### src/rtl/statefull_flow_table.sv
// Per-flow stateful match-action stage: DEPTH-entry state table indexed by a packet
// key field, updated by a two-stage read-modify-write pipeline with write-back forwarding.
module statefull_flow_table #(
    parameter int unsigned DATA_W   = 512,
    parameter int unsigned STATE_W  = 8,
    parameter int unsigned ACTION_W = 16,
    parameter int unsigned IDX_W    = 4,
    parameter int unsigned KEY_LSB  = 0,
    parameter int unsigned THRESH   = 3,
    parameter int unsigned MODE     = 0
) (
    input  logic                clk,
    input  logic                reset,
    input  logic                pkt_vld_in,
    input  logic [DATA_W-1:0]   pkt_data_in,
    input  logic                clr_vld,
    input  logic [IDX_W-1:0]    clr_idx,
    output logic                pkt_vld_out,
    output logic [DATA_W-1:0]   pkt_data_out,
    output logic [ACTION_W-1:0] action_out,
    output logic [STATE_W-1:0]  state_out
);

    localparam int unsigned DEPTH = 2 ** IDX_W;
    localparam logic [ACTION_W-1:0] ACT_FWD  = ACTION_W'(16'h0001);
    localparam logic [ACTION_W-1:0] ACT_DROP = ACTION_W'(16'h0002);

    logic [STATE_W-1:0]  table_q [DEPTH];

    logic                s1_vld_q;
    logic [DATA_W-1:0]   s1_data_q;
    logic [IDX_W-1:0]    s1_idx_q;
    logic [STATE_W-1:0]  s1_cur_q;

    logic [IDX_W-1:0]    s1_idx_d;
    logic [STATE_W-1:0]  s1_cur_d;
    logic [STATE_W-1:0]  nxt_d;
    logic [ACTION_W-1:0] action_d;

    always_comb begin
        s1_idx_d = pkt_data_in[KEY_LSB +: IDX_W];

        if ((MODE == 0) && (s1_cur_q == '1)) begin
            nxt_d = s1_cur_q;
        end else begin
            nxt_d = s1_cur_q + STATE_W'(1);
        end

        action_d = (32'(nxt_d) <= THRESH) ? ACT_FWD : ACT_DROP;

        // Clear beats the in-flight write-back, which beats the stored table value.
        if (clr_vld && (clr_idx == s1_idx_d)) begin
            s1_cur_d = '0;
        end else if (s1_vld_q && (s1_idx_q == s1_idx_d)) begin
            s1_cur_d = nxt_d;
        end else begin
            s1_cur_d = table_q[s1_idx_d];
        end
    end

    always_ff @(posedge clk or negedge reset) begin
        if (!reset) begin
            for (int unsigned i = 0; i < DEPTH; i++) begin
                table_q[i] <= '0;
            end
            s1_vld_q     <= 1'b0;
            s1_data_q    <= '0;
            s1_idx_q     <= '0;
            s1_cur_q     <= '0;
            pkt_vld_out  <= 1'b0;
            pkt_data_out <= '0;
            action_out   <= '0;
            state_out    <= '0;
        end else begin
            s1_vld_q  <= pkt_vld_in;
            s1_data_q <= pkt_data_in;
            s1_idx_q  <= s1_idx_d;
            s1_cur_q  <= s1_cur_d;

            pkt_vld_out <= s1_vld_q;
            if (s1_vld_q) begin
                pkt_data_out      <= s1_data_q;
                state_out         <= nxt_d;
                action_out        <= action_d;
                table_q[s1_idx_q] <= nxt_d;
            end
            // Placed after the write-back so a same-index clear overrides it.
            if (clr_vld) begin
                table_q[clr_idx] <= '0;
            end
        end
    end

endmodule
### config.mk
export PLATFORM = sky130hd
export DESIGN_NAME = statefull_flow_table
export DESIGN_NICKNAME = d
export VERILOG_FILES = /design/src/rtl/statefull_flow_table.sv
export SDC_FILE = /design/constraint.sdc
export NUM_CORES = 1
export LEC_CHECK = 0
export ABC_CLOCK_PERIOD_IN_PS = 2600
export CAP_MARGIN = 10
export CORE_AREA = 4 4 412 414
export DETAILED_ROUTE_END_ITERATION = 8
export DIE_AREA = 0 0 416 418
export DONT_BUFFER_PORTS = 1
export SYNTH_ARGS = -nofsm -noshare
export SYNTH_HDL_FRONTEND = slang
export SYNTH_SLANG_ARGS = --single-unit
### constraint.sdc
create_clock -name clk -period 2.6 [get_ports clk]
set_input_delay 0.39 -clock clk [delete_from_list [all_inputs] [get_ports clk]]
set_output_delay 0.39 -clock clk [all_outputs]
set_load 0.01 [all_outputs]
==> reports/results.tsv, run 1 <==
metric	value	unit
status	complete, but fails checks	
HPWL Detailed	87.0	mm
Via-to-Cell Ratio	4.12	
final worst-path cycle share	88.0	%
Worst EP required	3.24	ns
crit path max fanout	18	
filler instances	16200	
TritonCTS clock tree	done	
number of global-route vias before repair	23300	
fin nets	3364	
Die Footprint	0.174	mm2
die width	416	um
met3 wire length	12.1	mm
first drt pass iteration count	6	
Worst-Skew Late Latency	0.74	ns
vias after detailed routing	21300	
worst-margin pin slew	1.08	ns
leakage	21.5	nW
crit-path cells	ha_1 -> nand3_1 -> nor2_4 -> xnor2_2 -> mux2i_1 -> nor2_1	
WL/cell	23.9	um
top-count cell post-synth	dfrtp_1	
crit path from	s1_cur_q[0]	
fmax	437	MHz
post-synthesis cell type count	53	
Post-Syn Instances	2259	
row count	150	
top sig layer	met5	
Tot GR Track Use	13.8	%
Reg2Reg Depth	6	
number of CTS-inserted buffers	119	
# DRC	0	
drt initial violations	1428	
area delta synth->final	30.8	%
FF-to-FF Start	s1_cur_q[0]	
CP max stage delay	0.82	ns
Synth top area share	74.5	%
Final Non-Filler Cells	5163	
Post-Syn Area	0.0393	mm2
CP Class	register to register	
clk buf depth	3	
Final Hold Fails	419	
Initial Util	23.7	%
synth cell count leaders	dfrtp_1 (1172), mux2_2 (518), nor2_1 (129), mux2i_1 (78), buf_2 (70)	
I/O Buffers	0	
worst min-delay path category	primary input to asynchronous set/reset pin	
first-pass GRT wire length	173	mm
H-tree depth	3	
remaining antenna violation count	0	
core area	0.166	mm2
hold_ws	-0.626	ns
failing checks	hold timing	
met1 wire length	47.0	mm
I/O pin cnt	1057	
largest net degree at the start of global routing	221	
CP Launch Type	register	
dpl cells	4409	
synth warn	0	
initial antenna violation count	30	
P per Cell Area	867	mW/mm2
synthesized flop and latch total	1172	
total wire length	123	mm
crit path capture	table_q[112]	
sequential share of the synthesized area	74.5	%
met2 WL	59.5	mm
share of layout cells above drive strength 1	28.6	%
Worst IR Drop VDD	0.650	mV
relative slew slack	27.6	%
number of synthesized flops with an enable pin	0	
Overflow after GRT	0	
Placer Congestion	0.885	
Worst path slowest cell	xnor2_2	
post-route clock skew	0.0384	ns
clk root buf	clkbuf_16	
Reg clk slew, reported paths	0.06	ns
MaxCap Viol Count	0	
Avg Synthesized Cell Area	17.4	um2
Critical Path End Type	register	
hold-fix buffer count after cts	516	
Async SR Flop Fraction	100	%
min Tclk post-route	2.29	ns
setup bufs post-CTS	0	
fin. max-slew vios	0	
RSZ-0062 raised after global routing	no	
WP data arrival	2.93	ns
Die Y	418	um
Critical R2R Capture	table_q[112]	
setup TNS	0	ns
CTS sink cnt	1172	
synth top area cells	dfrtp_1 (75%), mux2_2 (15%), mux2i_1 (2.0%)	
multi-input logic area	0.00943	mm2
Most used DFF post-synth	dfrtp_1	
FF-to-FF setup slack	0.31	ns
Sequential Area	0.0293	mm2
cts repair resizes	0	
final setup vio count	0	
biggest area consumer among synthesized cells	dfrtp_1	
state kept, by name, indices dropped and copies added, names as in the netlist:
| name | cells |
|---|---|
| pkt_data_out | 512 |
| action_out | 2 |
| s1_cur_q | 8 |
| pkt_vld_out | 1 |
| state_out | 8 |
| s1_vld_q | 1 |
| table_q | 128 |
| s1_data_q | 509 |
| s1_idx_q | 3 |
how the worst min path moves through the flow:
stage	slack [ns]	depth (start not counted)	from	to
finish	-0.63	0	reset	s1_data_q[22]
detailed placement	0.1	0	reset	s1_data_q[22]
floorplan	0.09	0	reset	action_out[0]
global route	-0.71	0	reset	pkt_data_out[35]
global placement	0.1	0	reset	s1_data_q[22]
CTS	-0.76	0	reset	s1_data_q[22]
critical path: cells and delay by family, from the launching register on:
kind / cells / cell delay (ns)
flops: 1 / 0.45
mux: 1 / 0.18
fa+ha+maj: 1 / 0.33
xor+xnor: 1 / 0.82
simple gates: 3 / 0.40
layout by cell type (no fill, tap or decap), drive strengths merged, types with 10 or more instances in the layout:
cell,n
a22oi,16
clkbuf,163
bufinv,14
mux4,32
mux2i,79
a21oi,27
dlygate4sd3,516
nor2,139
conb,14
diode,17
mux2,518
nand2,53
clkinv,30
a211oi,32
nor3,13
inv,10
dfrtp,1172
buf,43
logic make-up (layout without fill, tap and decap cells):
family | Yosys count | count (layout) | synth area share, %
AOI/OAI and AO/OA | 90 | 90 | 1.74
xor gates and xnor gates | 10 | 10 | 0.242
adders and majority gates | 1 | 1 | 0.0318
buffers and inverters | 113 | 783 | 1.63
DFF | 1172 | 1172 | 74.5
muxes | 629 | 629 | 18.7
other | 1 | 31 | 0.00953
and+or+nand+nor | 243 | 243 | 3.12
per-stage QoR:
step                util (%)  power [W]  worst slack (ns)  area (um2)
CTS                     30.9     0.0452             0.324       51400
floorplan                  -     0.0243             0.702       39400
finish                  30.9     0.0446             0.312       51500
detailed placement      25.3     0.0262            -0.443       42000
global route            30.9     0.0465             0.119       51400
global placement        25.3     0.0261            -0.380       42000
cell type report:
cell class	count	area share (%)
Antenna cell	17	0.0827
Clock buffer	162	6.59
Clock inverter	58	1.54
Inverter	3	0.0219
Multi-Input combinational cell	987	18.3
Sequential cell	1172	57.0
Tap cell	2204	5.36
Timing Repair Buffer	560	11.1
power by group:
group	internal [W]	switching, W
registers	0.0202	0.00215
clock network	0.0106	0.00747
logic	0.00222	0.00197
metal layers:
| metal | up-vias | global-route usage, % |
|---|---|---|
| met5 | - | 0 |
| met4 | 8 | 5.93 |
| met2 | 866 | 21.8 |
| met1 | 11200 | 16.5 |
| li1 | 8967 | - |
| met3 | 213 | 5.77 |
Note: power is estimated with default switching activity, not from simulation.
==> run 2, diff against run 1 <==
ABC_CLOCK_PERIOD_IN_PS = 1800   (was 2600)
CTS_CLUSTER_SIZE = 20   (was unset)
clock period = 1.8 ns   (was 2.6 ns; I/O delays follow)
==> reports/results.tsv, run 2 (same netlist as run 1, synthesis figures left out) <==
metric	value	unit	change
Placer Congestion	0.917		was 0.885
CP Class	register to register		unchanged
Final Hold Fails	444		was 419
WP data arrival	2.41	ns	was 2.93 ns
failing checks	hold timing, setup timing		was hold timing
Die Y	418	um	unchanged
TritonCTS clock tree	done		unchanged
Worst IR Drop VDD	0.898	mV	was 0.650 mV
Reg clk slew, reported paths	0.06	ns	about the same
fmax	552	MHz	was 437 MHz
remaining antenna violation count	0		unchanged
final worst-path cycle share	101	%	was 88.0%
final setup margin	-0.0117	ns	was 0.312 ns
post-route clock skew	0.0510	ns	was 0.0384 ns
first-pass GRT wire length	182	mm	was 173 mm
I/O Buffers	0		unchanged
crit path capture	table_q[7]		was table_q[112]
RSZ-0062 raised after global routing	yes		was no
hold-fix buffer count after cts	598		was 516
WL/cell	24.3	um	was 23.9 um
I/O pin cnt	1057		unchanged
post-layout util	32.0	%	was 30.9%
status	complete, but fails checks		unchanged
first drt pass iteration count	7		was 6
CP Launch Type	register		unchanged
Biggest register	pkt_data_out		unchanged
leakage	22.3	nW	was 21.5 nW
min Tclk post-route	1.81	ns	was 2.29 ns
H-tree depth	3		unchanged
worst-margin pin slew	0.994	ns	was 1.08 ns
MaxCap Viol Count	0		unchanged
number of CTS-inserted buffers	120		was 119
Initial Util	23.7	%	unchanged
Final Cell Area	0.0532	mm2	was 0.0515 mm2
crit path max fanout	17		was 18
most common cell after layout, fill and taps aside	dfrtp_1		unchanged
# DRC	0		unchanged
core area	0.166	mm2	unchanged
Critical R2R Capture	table_q[7]		was table_q[112]
fin. max-slew vios	0		unchanged
Critical Path End Type	register		unchanged
FF-to-FF setup slack	-0.01	ns	was 0.31 ns
dpl cells	4475		was 4409
Area after DPL	0.0428	mm2	was 0.0420 mm2
initial antenna violation count	34		was 30
relative slew slack	33.7	%	was 27.6%
commonest non-fill, non-tap cells in the layout	dfrtp_1 (1157), dlygate4sd3_1 (596), mux2_2 (517)		was dfrtp_1 (1171), mux2_2 (518), dlygate4sd3_1 (516)
clk root buf	clkbuf_16		unchanged
crit path from	s1_cur_q[0]		unchanged
Worst EP required	2.40	ns	was 3.24 ns
worst min-delay path category	primary input to asynchronous set/reset pin		unchanged
total wire length	130	mm	was 123 mm
Worst-Skew Late Latency	0.75	ns	was 0.74 ns
CTS sink cnt	1172		unchanged
Tot GR Track Use	14.4	%	was 13.8%
share of layout cells above drive strength 1	30.1	%	was 28.6%
die width	416	um	unchanged
P per Cell Area	1220	mW/mm2	was 867 mW/mm2
number of global-route vias before repair	24000		was 23300
area delta synth->final	35.2	%	was 30.8%
Via-to-Cell Ratio	4.19		was 4.12
max FFs per register	512		unchanged
hold_ws	-0.734	ns	was -0.626 ns
final setup vio count	1		was 0
Die Footprint	0.174	mm2	unchanged
vias after detailed routing	22400		was 21300
HPWL Detailed	90.5	mm	was 87.0 mm
Overflow after GRT	0		unchanged
row count	150		unchanged
clk buf depth	3		unchanged
largest net degree at the start of global routing	193		was 221
Final Non-Filler Cells	5334		was 5163
Regs by FF count	pkt_data_out: 512 flops, s1_data_q: 509 flops, table_q: 128 flops		unchanged
Reg2Reg Depth	7		was 6
drt initial violations	1601		was 1428
FF-to-FF Start	s1_cur_q[0]		unchanged
fin nets	3528		was 3364
## run 2: worst max-delay path: stages (launching register included)
cell	delay, ns
dfrtp_1	0.42
buf_6	0.13
nand4_1	0.21
nor2_2	0.20
mux2_4	0.34
buf_12	0.16
mux2i_2	0.17
nor2_1	0.07
## run 2: worst min path at each step
| stage | startpoint | to | cells after the start |
|---|---|---|---|
| 5_1_grt | reset | s1_idx_q[0] | 0 |
| 2_1_floorplan | reset | action_out[0] | 0 |
| 3_3_place_gp | reset | s1_data_q[44] | 0 |
| 6_report | reset | s1_idx_q[0] | 0 |
| 3_5_place_dp | reset | pkt_data_out[44] | 0 |
| 4_1_cts | reset | pkt_data_out[2] | 0 |
## run 2: through the flow
step	worst slack [ns]	total power, W	TNS, ns
after floorplan	0.0249	0.0352	0
after global placement	-1.07	0.0382	-388.84
after detailed placement	-1.14	0.0384	-420.02
after CTS	0.00133	0.0651	0
after global routing	-0.0943	0.0675	-1.72
final	-0.0117	0.0647	-0.0117
## run 2: metal layers
metal	GRT usage, %	vias up	share of wire (%)
li1	-	9292	-
met1	17.5	11900	38
met2	23.5	879	49
met3	5.27	238	8.9
met4	5.53	12	3.4
met5	0	-	0.065
## run 2: where the power goes
group | leakage (nW) | switching (W) | internal (W)
logic | 6.57 | 0.00324 | 0.00401
registers | 13.8 | 0.00306 | 0.0292
clock network | 1.96 | 0.0107 | 0.0145
## run 2: area by class of cell
class,count,area [um2]
multi-input cells,987,9510
fillers,16000,113000
repair buffers,723,7530
flip-flops and latches,1172,29300
well taps,2204,2760
clock buffers,176,3490
inverters,3,11.3
clock inverters,43,493
diodes,26,65.1
## run 2: repair_timing
| item | in CTS | in global routing |
|---|---|---|
| endpoints found under the hold margin | 1087 | 444 |
| gates resized for setup | 19 | 12 |
| cloned | 2 | 2 |
| endpoints found under the setup margin | 319 | 227 |
| setup buffers | 5 | 7 |
| pin swaps | 5 | 6 |
==> run 3, diff against run 2 <==
MAX_ROUTING_LAYER = met4   (was unset)
==> reports/results.tsv, run 3 (same netlist as run 1, synthesis figures left out) <==
metric	value	unit	change
crit path from	pkt_data_out[472]		was s1_cur_q[0]
first-pass GRT wire length	201	mm	was 182 mm
clk root buf	clkbuf_16		unchanged
final setup vio count	0		was 1
fmax	578	MHz	was 552 MHz
# DRC	0		unchanged
number of CTS-inserted buffers	130		was 120
Worst EP required	1.53	ns	was 2.40 ns
relative slew slack	56.0	%	was 33.7%
Worst IR Drop VDD	0.974	mV	was 0.898 mV
I/O Buffers	0		unchanged
status	finished, final reports clean		was complete, but fails checks
Worst-Skew Late Latency	0.79	ns	was 0.75 ns
worst min-delay path category	primary input to register		was primary input to asynchronous set/reset pin
Die Y	418	um	unchanged
final setup margin	0.0704	ns	was -0.0117 ns
WP data arrival	1.46	ns	was 2.41 ns
leakage	24.1	nW	was 22.3 nW
P per Cell Area	1190	mW/mm2	was 1220 mW/mm2
WL/cell	24.7	um	was 24.3 um
Via-to-Cell Ratio	4.27		was 4.19
Reg clk slew, reported paths	0.06	ns	about the same
Reg2Reg Depth	4		was 7
core area	0.166	mm2	unchanged
Initial Util	23.7	%	unchanged
Tot GR Track Use	16.5	%	was 14.4%
FF-to-FF Start	s1_idx_q[2]		was s1_cur_q[0]
total wire length	142	mm	was 130 mm
Die Footprint	0.174	mm2	unchanged
I/O pin cnt	1057		unchanged
final worst-path cycle share	96.1	%	was 101%
CP Class	register to primary output		was register to register
vias after detailed routing	24500		was 22400
CTS sink cnt	1172		unchanged
number of global-route vias before repair	27000		was 24000
fin nets	3900		was 3528
Sequential Area	0.0294	mm2	was 0.0293 mm2
MaxCap Viol Count	0		unchanged
H-tree depth	4		was 3
post-route clock skew	0.0288	ns	was 0.0510 ns
Area after DPL	0.0435	mm2	was 0.0428 mm2
die width	416	um	unchanged
drt initial violations	1689		was 1601
Overflow after GRT	0		unchanged
max FFs per register	512		unchanged
remaining antenna violation count	0		unchanged
RSZ-0062 raised after global routing	yes		unchanged
setup TNS	0	ns	was -0.0117 ns
filler instances	15600		was 16000
HPWL Detailed	95.3	mm	was 90.5 mm
crit path max fanout	2		was 17
min Tclk post-route	1.73	ns	was 1.81 ns
hold_ws	0.0357	ns	was -0.734 ns
Critical Path Stages	0		was 7
Biggest register	pkt_data_out		unchanged
FF-to-FF setup slack	0.08	ns	was -0.01 ns
Critical Path End Type	primary output		was register
first drt pass iteration count	5		was 7
area delta synth->final	45.8	%	was 35.2%
Regs by FF count	pkt_data_out: 512 flops, s1_data_q: 509 flops, table_q: 128 flops		unchanged
CP Launch Type	register		unchanged
Final Cell Area	0.0574	mm2	was 0.0532 mm2
Final Hold Fails	0		was 444
crit path capture	pkt_data_out[472]		was table_q[7]
multi-input logic area	0.00949	mm2	was 0.00951 mm2
fin. max-slew vios	0		unchanged
worst-margin pin slew	0.659	ns	was 0.994 ns
commonest non-fill, non-tap cells in the layout	dfrtp_1 (1155), dlygate4sd3_1 (903), mux2_2 (516)		was dfrtp_1 (1157), dlygate4sd3_1 (596), mux2_2 (517)
Placer Congestion	0.950		was 0.917
clk buf depth	3		unchanged
most common cell after layout, fill and taps aside	dfrtp_1		unchanged
TritonCTS clock tree	done		unchanged
initial antenna violation count	50		was 34
largest net degree at the start of global routing	86		was 193
Critical R2R Capture	table_q[62]		was table_q[7]
share of layout cells above drive strength 1	29.1	%	was 30.1%
pre-CTS WS	-0.304	ns	was -1.14 ns
row count	150		unchanged
-- run 3: cell count changes in the layout (fill, tap and decap cells not counted), moves of 3 or more --
cell	before	now
bufinv_16	7	10
clkbuf_16	123	132
diode_2	26	53
inv_6	3	9
buf_16	6	1
dlygate4sd3_1	596	903
buf_4	81	124
clkinv_4	7	0
clkbuf_8	26	33
buf_12	31	55
clkbuf_1	29	21
clkinv_2	19	14
-- run 3: repair_timing --
action	in CTS	in global routing
setup buffers	1	7
setup endpoints to repair	53	40
pin swaps	1	4
resized for setup	17	10
hold buffers	901	4
hold endpoints to repair	1655	4
-- run 3: power by group --
| part | internal [W] | switching (W) |
|---|---|---|
| Combinational | 0.00442 | 0.00339 |
| Sequential | 0.0292 | 0.00319 |
| Clock | 0.0165 | 0.0116 |
-- run 3: final cells by class --
| type | instances | share of cell area [%] |
|---|---|---|
| Antenna cell | 53 | 0.231 |
| Clock buffer | 186 | 6.68 |
| Clock inverter | 47 | 1.20 |
| Inverter | 3 | 0.0196 |
| Multi-Input combinational cell | 987 | 16.5 |
| Sequential cell | 1172 | 51.1 |
| Tap cell | 2204 | 4.81 |
| Timing Repair Buffer | 1085 | 19.4 |
-- run 3: metrics by stage --
step / power (W) / util (%) / instances
4_1_cts: 0.0685 / 34.3 / 5673
6_report: 0.0683 / 34.5 / 5737
3_5_place_dp: 0.0386 / 26.1 / 4538
3_3_place_gp: 0.0384 / 26.1 / 4538
5_1_grt: 0.0710 / 34.5 / 5732
2_1_floorplan: 0.0352 / - / 2272
-- run 3: how the worst min path moves through the flow --
stage,start,endpoint,slack (ns),depth (start not counted)
final,pkt_data_in[421],s1_data_q[421],0.04,1
after global routing,pkt_data_in[476],s1_data_q[476],0.002,1
after CTS,reset,s1_vld_q,0.0002,2
after detailed placement,reset,s1_vld_q,0.23,1
after global placement,reset,s1_vld_q,0.23,1
after floorplan,reset,action_out[0],-0.03,0
-- run 3: per-layer routing --
| metal | GRT usage (%) | vias to the layer above | part of all wire [%] |
|---|---|---|---|
| li1 | - | 10100 | - |
| met1 | 18.9 | 13100 | 38 |
| met2 | 26.3 | 1034 | 50 |
| met3 | 5.61 | 314 | 8.2 |
| met4 | 7.39 | 0 | 4.1 |
| met5 | - | - | 0 |
==> patch: new RTL, flow settings as in run 1 <==
Set the parameter `IDX_W` to 3 (it was 4).
--- a/src/rtl/statefull_flow_table.sv
+++ b/src/rtl/statefull_flow_table.sv
@@ -5,5 +5,5 @@
     parameter int unsigned STATE_W  = 8,
     parameter int unsigned ACTION_W = 16,
-    parameter int unsigned IDX_W    = 4,
+    parameter int unsigned IDX_W    = 3,
     parameter int unsigned KEY_LSB  = 0,
     parameter int unsigned THRESH   = 3,
Interface: changed (resized clr_idx); port bits go from 1057 to 1056. The function was not compared with the original's and may differ.
==> patch against run 1 <==
- the run still ends with hold timing left
- routed wire length down 5.5%
- cell area decreased by 6.5%
- worst setup slack worse by 0.088 ns
- combinational power decreased by 28%
- die area did not move
- core utilization shrank 2.0 points
- count of clock-buffer cells in the layout decreased by 5
- sequential cell count shrank 64
- area after synthesis is 8.3% lower
- power fell by 7.3%
- critical path type is now in2async
==> patch: results <==
group,metric,value,unit
sta,worst_slew_pin_slew,1.06,ns
route,drt_iter0_drc,1175,
synthesis,synth-seq-area-share,76.8,%
global_route,grt_use_met3,6.86,%
setup_path,r2r_cells,5,
setup_path,arrival,2.95,ns
sta,clock_skew,0.0589,ns
outcome,status,"finished, violations left",
route,routed-via-count,19000,
cells_and_area,top_regs,"pkt_data_out (512), s1_data_q (510), table_q (64)",
sta,hold_viol,475,
global_route,grt_pass1_vias,21100,
cells_and_area,nFillCells,16400,
synthesis,ys_top_cells_by_count,"dfrtp_1, mux2_2, nor2_1",
global_route,use_met1,13.7,%
setup_path,worstPathMaxFanout,186,
setup_path,slowest_stage,"buf_16",
global_route,grtUsageMet2,21.9,%
global_route,grt_pass1_wl,162,mm
sta,timing.hold.ws,-0.654,ns
power_and_ir_drop,p_leak,20.2,nW
placed_design,gp_congestion,0.847,
cells_and_area,nNetsFinal,3107,
synthesis,synth_area_leaders,"dfrtp_1, mux2_2, mux4_2",
cells_and_area,drive_above_1_share,29.6,%
route,finalWirelength,116,mm
global_route,grt_max_degree,1109,
outcome,violations,"hold timing",
clocking,hold_buffers,518,
==> patch: worst max path at each step <==
stage | startpoint | to | slack [ns] | cells past startpoint
after CTS | pkt_data_out[60]$_DFFE_PN0P_ | pkt_data_out[60] | 0.60 | 0
after detailed placement | s1_cur_q[0]$_DFF_PN0_ | table_q[11]$_DFF_PN0_ | 0.66 | 6
after floorplan | s1_cur_q[0]$_DFF_PN0_ | state_out[7]$_DFFE_PN0P_ | 0.87 | 6
after global routing | reset | s1_vld_q$_DFF_PN0_ | 0.12 | 3
final | reset | s1_vld_q$_DFF_PN0_ | 0.22 | 3
after global placement | s1_cur_q[0]$_DFF_PN0_ | s1_cur_q[0]$_DFF_PN0_ | 0.70 | 6
==> patch: per-layer routing <==
metal / part of all wire, % / vias up
met5: 0.0060 / -
met4: 3.8 / 2
met3: 11 / 205
met2: 51 / 713
met1: 34 / 10100
li1: - / 8032
==> patch: critical path: cells and delay by family <==
family                 cells  cell delay, ns
buffers and inverters      3            1.79
==> patch: power groups by stage <==
stage	Clock (mW)	Combinational, mW	Sequential [mW]
floorplan	0	1.77	20.1
global placement	0	1.95	21.0
detailed placement	0	2.01	21.0
CTS	18.3	2.74	20.7
global route	18.9	3.31	20.9
finish	17.7	2.99	20.7
==> patch: cell families (layout without fill, tap and decap cells) <==
| group | after synthesis | after routing | synth area share, % |
|---|---|---|---|
| fa+ha+maj | 1 | 1 | 0.0347 |
| other cells | 1 | 39 | 0.0104 |
| flops | 1108 | 1108 | 76.8 |
| simple gates | 166 | 166 | 2.24 |
| compound gates | 65 | 65 | 1.26 |
| mux | 561 | 561 | 17.9 |
| buf+inv | 88 | 763 | 1.40 |
| xor+xnor | 9 | 9 | 0.291 |
==> patch: per-stage QoR <==
| step | instances | area (um^2) | total power, mW |
|---|---|---|---|
| after floorplan | 2012 | 36100 | 21.8 |
| after global placement | 4147 | 38600 | 23.0 |
| after detailed placement | 4147 | 38600 | 23.0 |
| after CTS | 4886 | 47900 | 41.7 |
| after global routing | 4904 | 48100 | 43.1 |
| final | 4916 | 48100 | 41.3 |
==> patch: final cells by class <==
type | count | share of cell area [%]
Clock inverter | 64 | 1.52
Timing Repair Buffer | 540 | 11.5
Antenna cell | 25 | 0.130
Inverter | 2 | 0.0156
Sequential cell | 1108 | 57.6
Clock buffer | 157 | 7.03
Multi-Input combinational cell | 816 | 16.4
Tap cell | 2204 | 5.73
